[src/rtl/dll_shift_apply.sv]
// dll_shift_apply
//   Consumer end of the DLL discriminator result interface. Per-channel
//   code-phase corrections are accumulated as signed pending shifts and
//   handed to the code generator one channel at a time over a valid/ack
//   slew handshake. Each slew is capped at MAX_SLEW and channels are served
//   round-robin, so a single busy channel cannot starve the others.
//
// Ports
//   clk              system clock
//   global_reset_n   asynchronous reset, active-low (deassertion synchronised)
//   result_ready     one-cycle strobe, DLL result valid
//   result_tag       channel of the result (tags >= NUM_CHANNELS are dropped)
//   shift_direction  1 = negative shift, 0 = positive
//   shift_amount     unsigned shift magnitude
//   slew_valid       slew request valid (held until slew_ack)
//   slew_tag         channel being slewed
//   slew_dir         1 = negative slew
//   slew_amount      slew magnitude, 1..MAX_SLEW
//   slew_ack         code generator accepts the request
//   pending_nonzero  bit i = channel i has a nonzero pending shift
//   sat_event        one-cycle pulse when an accumulator saturates
//
// Optional feature
//   DLL_SHIFT_DEADBAND_EN: when defined, results with shift_amount <= DEADBAND
//   are discarded at capture.
//
// FSM states
//   state | meaning
//   IDLE  | scan pointer walks channels looking for a nonzero pending shift
//   ISSUE | slew request presented, payload frozen until slew_ack

module dll_shift_apply #(
    parameter int NUM_CHANNELS = 4,
    parameter int CHAN_W       = 2,
    parameter int SHIFT_W      = 5,
    parameter int PEND_W       = 8,
    parameter int MAX_SLEW     = 4,
    parameter int DEADBAND     = 1
) (
    input  logic                    clk,
    input  logic                    global_reset_n,
    input  logic                    result_ready,
    input  logic [CHAN_W-1:0]       result_tag,
    input  logic                    shift_direction,
    input  logic [SHIFT_W-1:0]      shift_amount,
    output logic                    slew_valid,
    output logic [CHAN_W-1:0]       slew_tag,
    output logic                    slew_dir,
    output logic [SHIFT_W-1:0]      slew_amount,
    input  logic                    slew_ack,
    output logic [NUM_CHANNELS-1:0] pending_nonzero,
    output logic                    sat_event
);

    // Two guard bits so pend - issued + incoming never wraps before the clamp.
    localparam int SUM_W = PEND_W + 2;
    localparam logic signed [SUM_W-1:0] SAT_HI = SUM_W'(2**(PEND_W-1) - 1);
    localparam logic signed [SUM_W-1:0] SAT_LO = -SAT_HI;
    localparam logic [CHAN_W-1:0]       LAST_CH = CHAN_W'(NUM_CHANNELS - 1);

    if (MAX_SLEW < 1 || MAX_SLEW >= 2**SHIFT_W || 2**CHAN_W < NUM_CHANNELS ||
        DEADBAND < 0 || SUM_W <= SHIFT_W) begin : g_bad_params
        $error("dll_shift_apply: inconsistent parameters");
    end

    typedef enum logic {IDLE, ISSUE} state_t;

    state_t                    state, state_next;
    logic [1:0]                rst_sync;
    logic                      rst_n;
    logic [CHAN_W-1:0]         ptr, ptr_next;
    logic signed [PEND_W-1:0]  pend      [NUM_CHANNELS];
    logic signed [PEND_W-1:0]  pend_next [NUM_CHANNELS];
    logic [2**CHAN_W-1:0]      tag_mask;
    logic                      tag_ok;
    logic                      cap_en;
    logic                      load;
    logic                      done;
    logic                      sat_any;
    logic signed [SUM_W-1:0]   in_val;
    logic signed [SUM_W-1:0]   iss_val;
    logic signed [SUM_W-1:0]   sum_tmp;
    logic signed [PEND_W-1:0]  cur;
    logic [PEND_W-1:0]         cur_mag;
    logic [SHIFT_W-1:0]        cur_amt;

    // Reset asserts asynchronously, releases two clocks later.
    always_ff @(posedge clk or negedge global_reset_n) begin
        if (!global_reset_n) rst_sync <= 2'b00;
        else                 rst_sync <= {rst_sync[0], 1'b1};
    end
    assign rst_n = rst_sync[1];

    always_comb begin
        tag_mask = '0;
        for (int i = 0; i < 2**CHAN_W; i++) tag_mask[i] = (i < NUM_CHANNELS);
    end
    assign tag_ok = tag_mask[result_tag];

`ifdef DLL_SHIFT_DEADBAND_EN
    assign cap_en = result_ready && tag_ok && (shift_amount > SHIFT_W'(DEADBAND));
`else
    assign cap_en = result_ready && tag_ok;
`endif

    assign in_val  = shift_direction ? -SUM_W'(shift_amount) : SUM_W'(shift_amount);
    assign iss_val = slew_dir ? -SUM_W'(slew_amount) : SUM_W'(slew_amount);

    // Payload candidate for the channel under the scan pointer.
    assign cur     = pend[ptr];
    assign cur_mag = cur[PEND_W-1] ? PEND_W'(-cur) : PEND_W'(cur);
    assign cur_amt = (cur_mag > PEND_W'(MAX_SLEW)) ? SHIFT_W'(MAX_SLEW) : SHIFT_W'(cur_mag);

    // Incoming result and completed slew fold into one saturating add.
    always_comb begin
        sat_any = 1'b0;
        sum_tmp = '0;
        for (int i = 0; i < NUM_CHANNELS; i++) begin
            sum_tmp = SUM_W'(pend[i]);
            if (cap_en && result_tag == CHAN_W'(i)) sum_tmp = sum_tmp + in_val;
            if (done && slew_tag == CHAN_W'(i))     sum_tmp = sum_tmp - iss_val;
            if (sum_tmp > SAT_HI) begin
                pend_next[i] = PEND_W'(SAT_HI);
                sat_any      = 1'b1;
            end else if (sum_tmp < SAT_LO) begin
                pend_next[i] = PEND_W'(SAT_LO);
                sat_any      = 1'b1;
            end else begin
                pend_next[i] = PEND_W'(sum_tmp);
            end
        end
    end

    function automatic logic [CHAN_W-1:0] ptr_inc(input logic [CHAN_W-1:0] p);
        return (p == LAST_CH) ? '0 : p + 1'b1;
    endfunction

    always_ff @(posedge clk or negedge rst_n) begin
        if (!rst_n) state <= IDLE;
        else        state <= state_next;
    end

    // The registered nonzero flag gates the scan, so a fresh result has one
    // cycle to merge with a back-to-back follow-up before it is issued.
    always_comb begin
        state_next = state;
        ptr_next   = ptr;
        load       = 1'b0;
        done       = 1'b0;
        case (state)
            IDLE: begin
                if (pending_nonzero[ptr] && cur != '0) begin
                    load       = 1'b1;
                    state_next = ISSUE;
                end else begin
                    ptr_next = ptr_inc(ptr);
                end
            end
            ISSUE: begin
                if (slew_valid && slew_ack) begin
                    done       = 1'b1;
                    state_next = IDLE;
                    ptr_next   = ptr_inc(slew_tag);
                end
            end
            default: state_next = IDLE;
        endcase
    end

    always_ff @(posedge clk or negedge rst_n) begin
        if (!rst_n) begin
            ptr             <= '0;
            slew_valid      <= 1'b0;
            slew_tag        <= '0;
            slew_dir        <= 1'b0;
            slew_amount     <= '0;
            pending_nonzero <= '0;
            sat_event       <= 1'b0;
            for (int i = 0; i < NUM_CHANNELS; i++) pend[i] <= '0;
        end else begin
            ptr       <= ptr_next;
            sat_event <= sat_any;
            for (int i = 0; i < NUM_CHANNELS; i++) begin
                pend[i]            <= pend_next[i];
                pending_nonzero[i] <= (pend[i] != '0);
            end
            if (load) begin
                slew_valid  <= 1'b1;
                slew_tag    <= ptr;
                slew_dir    <= cur[PEND_W-1];
                slew_amount <= cur_amt;
            end else if (done) begin
                slew_valid <= 1'b0;
            end
        end
    end

endmodule

[config.mk]
export PLATFORM = sky130hd
export DESIGN_NAME = dll_shift_apply
export DESIGN_NICKNAME = d
export VERILOG_FILES = /design/src/rtl/dll_shift_apply.sv
export SDC_FILE = /design/constraint.sdc
export NUM_CORES = 1
export LEC_CHECK = 0
export CORE_MARGIN = 2
export CORE_UTILIZATION = 53
export CTS_CLUSTER_DIAMETER = 200
export DETAILED_ROUTE_END_ITERATION = 8
export GPL_ROUTABILITY_DRIVEN = 1
export PLACE_DENSITY = 0.74
export SYNTH_ARGS = -nofsm -noshare
export SYNTH_HDL_FRONTEND = slang
export SYNTH_SLANG_ARGS = --single-unit
[constraint.sdc]
create_clock -name clk -period 2.6 [get_ports clk]
set_input_delay 0.39 -clock clk [delete_from_list [all_inputs] [get_ports clk]]
set_output_delay 0.39 -clock clk [all_outputs]
set_load 0.01 [all_outputs]
=== Word level (Yosys, flattened, before mapping) ===
Cells that the tools add are included.

* Add/sub/neg operators: 13
* $lt $le $gt $ge: 12
* Eq/ne operators: 9
* Mux-type cells: 48
* Bitwise logic cells: 2
* Reductions and logical operators: 20

{| class="wikitable"
|+ Operator list
! kind !! number
|-
| $mux 10 || 10
|-
| $mux 8 || 11
|-
| $add 8x10->10 || 4
|-
| $gt 10x8->1 const B || 4
|-
| $lt 10x8->1 const B || 4
|-
| $reduce_bool 8->1 || 5
|-
| $sub 10x10->10 || 4
|-
| $neg 5->10 || 2
|-
| $mux 1 || 17
|-
| $bmux 8 s2 || 1
|-
| $logic_and 1x1->1 || 11
|-
| $eq 2x2->1 const B || 5
|-
| $gt 8x3->1 const B || 1
|-
| $mux 2 || 4
|-
| $neg 8->8 || 1
|-
| $lt 2x3->1 const B || 2
|-
| $mux 5 || 1
|-
| $add 2x1->2 const B || 2
|-
| $bmux 1 s2 || 2
|-
| $eq 2x1->1 const B || 2
|-
| $logic_not 2->1 || 2
|-
| $pmux 2 s2 || 1
|-
| $ge 3x3->1 const B || 1
|-
| $not 2->3 || 1
|-
| 6 further kinds || 6
|}

* Bits in registers: 51
* Input port bits: 12
* Output and inout port bits: 14
* Word-level logic and storage cells: 117

=== Logic depth before layout (Yosys ltp) ===
* Depth after elaboration: 16
* Gate-level depth with buffers: 25
* Mapped depth without buffers: 25

=== Worst setup path before layout ===
Ideal clock, no wire load.

* Path type: input-to-reg
* From: in shift_amount[3]
* To: reg sat_event
* Setup time: 0.136 ns
* Arrival time: 4.437 ns
* Setup slack: -1.973 ns
* Stages on the path: 17
* Buffers on the path: 0
* Path through: or2_2 -> o41ai_2 -> inv_1 -> ha_1 -> o211ai_1 -> a21oi_1 -> mux2_2 -> or2_1 -> ha_1 -> a31oi_1 -> nand2_1 -> or3b_4 -> xnor2_2 -> mux2i_1 -> o31a_2 -> nor2_2 -> nand4b_1

* Word-level cells in the longest chain between the ends: 15

{| class="wikitable"
|+ Ends and longest elaborated chain
! element !! RTL line !! source
|-
| start: declaration || 45 || <nowiki>input logic [SHIFT_W-1:0] shift_amount,</nowiki>
|-
| $neg 5->10 || 106 || <nowiki>assign in_val = shift_direction ? -SUM_W'(shift_amount) : SUM_W'(shift_amount);</nowiki>
|-
| $mux 10 * || 106 ||
|-
| $add 8x10->10 || 120 || <nowiki>if (cap_en && result_tag == CHAN_W'(i)) sum_tmp = sum_tmp + in_val;</nowiki>
|-
| $mux 10 || 120 ||
|-
| $sub 10x10->10 || 121 || <nowiki>if (done && slew_tag == CHAN_W'(i)) sum_tmp = sum_tmp - iss_val;</nowiki>
|-
| $mux 10 || 121 ||
|-
| $lt 10x8->1 || 125 || <nowiki>end else if (sum_tmp < SAT_LO) begin</nowiki>
|-
| $mux 1 || 125 ||
|-
| $mux 1 || 122 || <nowiki>if (sum_tmp > SAT_HI) begin</nowiki>
|-
| $mux 1 || 125 ||
|-
| $mux 1 || 122 ||
|-
| $mux 1 || 125 ||
|-
| $mux 1 || 122 ||
|-
| $mux 1 || 125 ||
|-
| $mux 1 * || 122 ||
|-
| via sat_any || 79 || <nowiki>logic sat_any;</nowiki>
|-
| end signal: assignment || 182 || <nowiki>sat_event <= sat_any;</nowiki>
|-
| end: declaration || 52 || <nowiki>output logic sat_event</nowiki>
|}

Mark *: on every way through the listed nets, which the timed path passes. The rest lies on a longest branch.
A chain may end at the register's enable or synchronous reset.

=== Worst setup path after layout ===
* From: in shift_amount[2]
* To: reg sat_event

Same word-level chain as after synthesis.

==> results.txt <==
- The most critical setup path has its startpoint at shift_amount[2].
- Cell Rows: 40
- Number of buffers inserted during clock tree synthesis: 5
* Setup repair after global routing missed its margin: true
- Count of state elements after synthesis: 51
- IO Port Bufs: 25
- Kind of critical path: in -> reg
- Derived from the worst setup path, the maximum achievable clock frequency is 235 MHz.
- CP Data Required Time: 2.76 ns
* Root buffer selected by CTS: sky130_fd_sc_hd__clkbuf_16
- Synthesis produced a netlist whose cell count is 787.
- Worst hold path type: reg -> async
- For this run, the number of Yosys warnings is 0.
- The final layout contains routed wiring with a total length of 26.4 mm.
- # fillers: 673
- After detailed routing, the number of vias per cell comes to 6.32.
- From synthesis to final layout, the design area changed by 54.1%.
- Crit Reg-Reg Startpoint: pend[16]
- For this run, asynchronously set or reset flops after synthesis account for 100%.
* Met3 layer wire length in the routed design: 2.28 mm
- Violated checks: setup timing
* All-Layer GR Usage: 40.1%
* NumNets Final: 1,192
* Placed Instances: 1,203
- The clock passes through at most 2 buffers.
* Top metal layer carrying routed signals: met5
* Aggregate global routing overflow: 0
- STA puts the critical path data arrival time at 4.42 ns.
- Layout cells sized above 1: 39.9%
* CTS tree: yes
- Die height: 115 µm
- Entering global routing, the biggest net connects 21 pins.
- The run finished, with violations left.
- Deepest level of the CTS H-tree: 2
* Register clock-pin slew on the reported worst setup and hold paths: 0.07 ns
* Worst Setup Start Kind: input pin
- The number of antenna diodes in the final layout is 0.
- The placed instances occupy a cell area of 9050 µm².
* I/O Pins: 26
- The final critical path takes up 164% of the cycle.
* Routed wire per std cell: 21.3 µm
- After synthesis the cells add up to 6500 µm².
- For the finished layout, the period the worst path requires is 4.25 ns.
* Total DRC errors in the routed layout: 0
- The worst setup path is captured at a flip-flop.
- The synthesized design contains 0 enable-type register cells.
* Count of distinct cell types in the synthesized netlist: 69
- Setup slack at placement: -2.71 ns
* Most used flip-flop cell after synthesis: sky130_fd_sc_hd__dfrtp_1
- The floorplan step set the die width to 115 µm.
- Total iterations of the first detailed-routing run: 6
* Number of global-route vias before repair: 8,098
- For this run, the register share of the synthesized area comes to 19.6%.
- Via count of the routed design: 7,829
- The commonest cells after synthesis are sky130_fd_sc_hd__ha_1 (82), sky130_fd_sc_hd__o21ai_0 (72), sky130_fd_sc_hd__nand2_1 (70).
- After layout, the worst setup slack is -1.65 ns.
- After detailed routing, the met2 layer carries 12.5 mm of wire.
- Final RePlAce weighted congestion: 0.986
- Net count of the mapped netlist: 889
- Averaged over all synthesized cells, the footprint is 8.26 µm².
- Largest area contributor in the netlist: sky130_fd_sc_hd__dfrtp_1
- Largest cells by area after synthesis: sky130_fd_sc_hd__dfrtp_1 (20%), sky130_fd_sc_hd__ha_1 (16%), sky130_fd_sc_hd__o21ai_0 (5.5%)
* Number of design-rule violations left by the first detailed-router iteration: 807
* Full die area: 13,200 µm²
* Total negative setup slack: -49.90 ns
* Post-synth top area share: 19.6%
- Setup violations remaining at the end of the flow were counted as 40.
- The detail route stage leaves a number of antenna-violating nets equal to 0.
- Across the routed clock network, the largest skew measured is 0.0110 ns.
- Wire length of the first global-routing pass: 41.0 mm
- Pins over their slew limit: 0
* Detail Placement HPWL: 18.5 mm
- After routing the design area is 10,000 µm².
* Final instance count without filler cells: 1,238
- Core area: 12,000 µm²
* Initial core utilization: 54.1%
- Count of max-cap constraint violations: 0
- Along the worst path, the maximum fanout reaches 3.
- Clock tree sinks: 51
- Final Hold Viols: 0
- Clock latency on the worst-skew pair: 0.30 ns
- In the post-synthesis netlist, the cell with the most instances is sky130_fd_sc_hd__ha_1.
- Antenna violations before repair: 1
* Met1 Routed Length: 9.86 mm
## through the flow
stage | utilization, % | hold WS, ns
finish | 83.4 | 0.181
global route | 83.4 | 0.204
floorplan | - | 0.0944
detailed placement | 75.3 | 0.169
global placement | 75.3 | 0.161
CTS | 81.8 | 0.179
## cell usage in the layout, fill, tap and decap left out, types with 7 or more instances in the layout
cell type / count
sky130_fd_sc_hd__o31a_1: 11
sky130_fd_sc_hd__nor2_1: 63
sky130_fd_sc_hd__clkdlybuf4s50_1: 19
sky130_fd_sc_hd__mux2i_1: 19
sky130_fd_sc_hd__o21ai_1: 28
sky130_fd_sc_hd__xnor2_1: 20
sky130_fd_sc_hd__nand3_1: 9
sky130_fd_sc_hd__a21o_1: 16
sky130_fd_sc_hd__inv_1: 31
sky130_fd_sc_hd__mux4_2: 9
sky130_fd_sc_hd__a21oi_1: 46
sky130_fd_sc_hd__o21ai_2: 13
sky130_fd_sc_hd__and3_1: 7
sky130_fd_sc_hd__ha_4: 16
sky130_fd_sc_hd__xnor2_2: 8
sky130_fd_sc_hd__o21ai_0: 40
sky130_fd_sc_hd__nand2_1: 66
sky130_fd_sc_hd__xor2_1: 27
sky130_fd_sc_hd__a211oi_1: 11
sky130_fd_sc_hd__dfrtp_1: 49
sky130_fd_sc_hd__o21a_1: 18
sky130_fd_sc_hd__nor4_1: 8
sky130_fd_sc_hd__a21oi_2: 8
sky130_fd_sc_hd__ha_1: 65
sky130_fd_sc_hd__buf_6: 19
sky130_fd_sc_hd__nor3_1: 15
sky130_fd_sc_hd__nor2b_1: 11
sky130_fd_sc_hd__buf_4: 272
sky130_fd_sc_hd__nand2b_1: 9
## flip-flops by register name (all words and copies together), names as in the netlist
name,count
slew_tag,2
state,1
slew_amount,5
pend,32
rst_sync,2
pending_nonzero,4
slew_valid,1
sat_event,1
slew_dir,1
ptr,2
## worst max-delay path, cell delays in order
cell,delay (ns)
sky130_fd_sc_hd__buf_6,0.10
sky130_fd_sc_hd__or2_4,0.26
sky130_fd_sc_hd__nor2_4,0.12
sky130_fd_sc_hd__ha_4,0.21
sky130_fd_sc_hd__nand2_2,0.06
sky130_fd_sc_hd__o21ai_2,0.06
sky130_fd_sc_hd__ha_1,0.29
sky130_fd_sc_hd__o21a_1,0.12
sky130_fd_sc_hd__o31a_1,0.14
sky130_fd_sc_hd__o21ai_2,0.18
sky130_fd_sc_hd__nor2b_4,0.20
sky130_fd_sc_hd__xnor2_2,0.10
sky130_fd_sc_hd__mux2_4,0.29
sky130_fd_sc_hd__ha_4,0.30
sky130_fd_sc_hd__nand2_2,0.05
sky130_fd_sc_hd__o21ai_2,0.13
sky130_fd_sc_hd__o2111ai_2,0.13
sky130_fd_sc_hd__a21o_1,0.22
sky130_fd_sc_hd__a21oi_2,0.17
sky130_fd_sc_hd__xor2_2,0.19
sky130_fd_sc_hd__xnor2_2,0.10
sky130_fd_sc_hd__o31a_1,0.17
sky130_fd_sc_hd__nor4_2,0.30
sky130_fd_sc_hd__nand4b_1,0.15
## layer usage
metal	track usage [%]	vias up
met4	23.0	2
met1	46.4	3723
met2	68.7	440
met3	9.17	150
met5	0	-
li1	-	3514
## cell families after synthesis
family                   count (synthesis)  synth area share [%]
flip-flops                              51                  19.6
XOR/XNOR                                56                  7.66
buffers and inverters                   56                  3.37
adder cells (fa/ha/maj)                 90                  18.3
AND/OR/NAND/NOR                        242                  18.2
other                                    1                0.0577
multiplexers                            35                  7.24
AO/OA/AOI/OAI                          256                  25.6
## worst paths after layout
check,end,slack (ns),cells past startpoint
worst min-delay path,slew_amount[3],0.18,0
worst max-delay path,sat_event,-1.65,24
max in group asynchronous,pending_nonzero[2],1.77,1
min in group clk,rst_sync[1],0.36,0
worst max register to register,sat_event,-1.56,20
worst min register to register,slew_amount[3],0.18,0
## repair_timing
| item | CTS | global route |
|---|---|---|
| setup buffers | 26 | 5 |
| hold buffers | 0 | 0 |
| cloned | 0 | 0 |
| resized for setup | 131 | 36 |
| pin swaps | 48 | 35 |
| setup endpoints to repair | 42 | 42 |
## layout make-up
type / count / area, µm² / area share, %
multi-input cells: 680 / 5730 / 57.2
inverters: 38 / 153 / 1.52
repair buffers: 314 / 2500 / 25.0
flip-flops and latches: 51 / 1280 / 12.8
well taps: 147 / 184 / 1.84
clock inverters: 2 / 37.5 / 0.375
clock buffers: 6 / 129 / 1.29
Power is left out: the tool's default activity adds up to more than one toggle a clock period on the data nets, which glitch-free logic cannot reach.
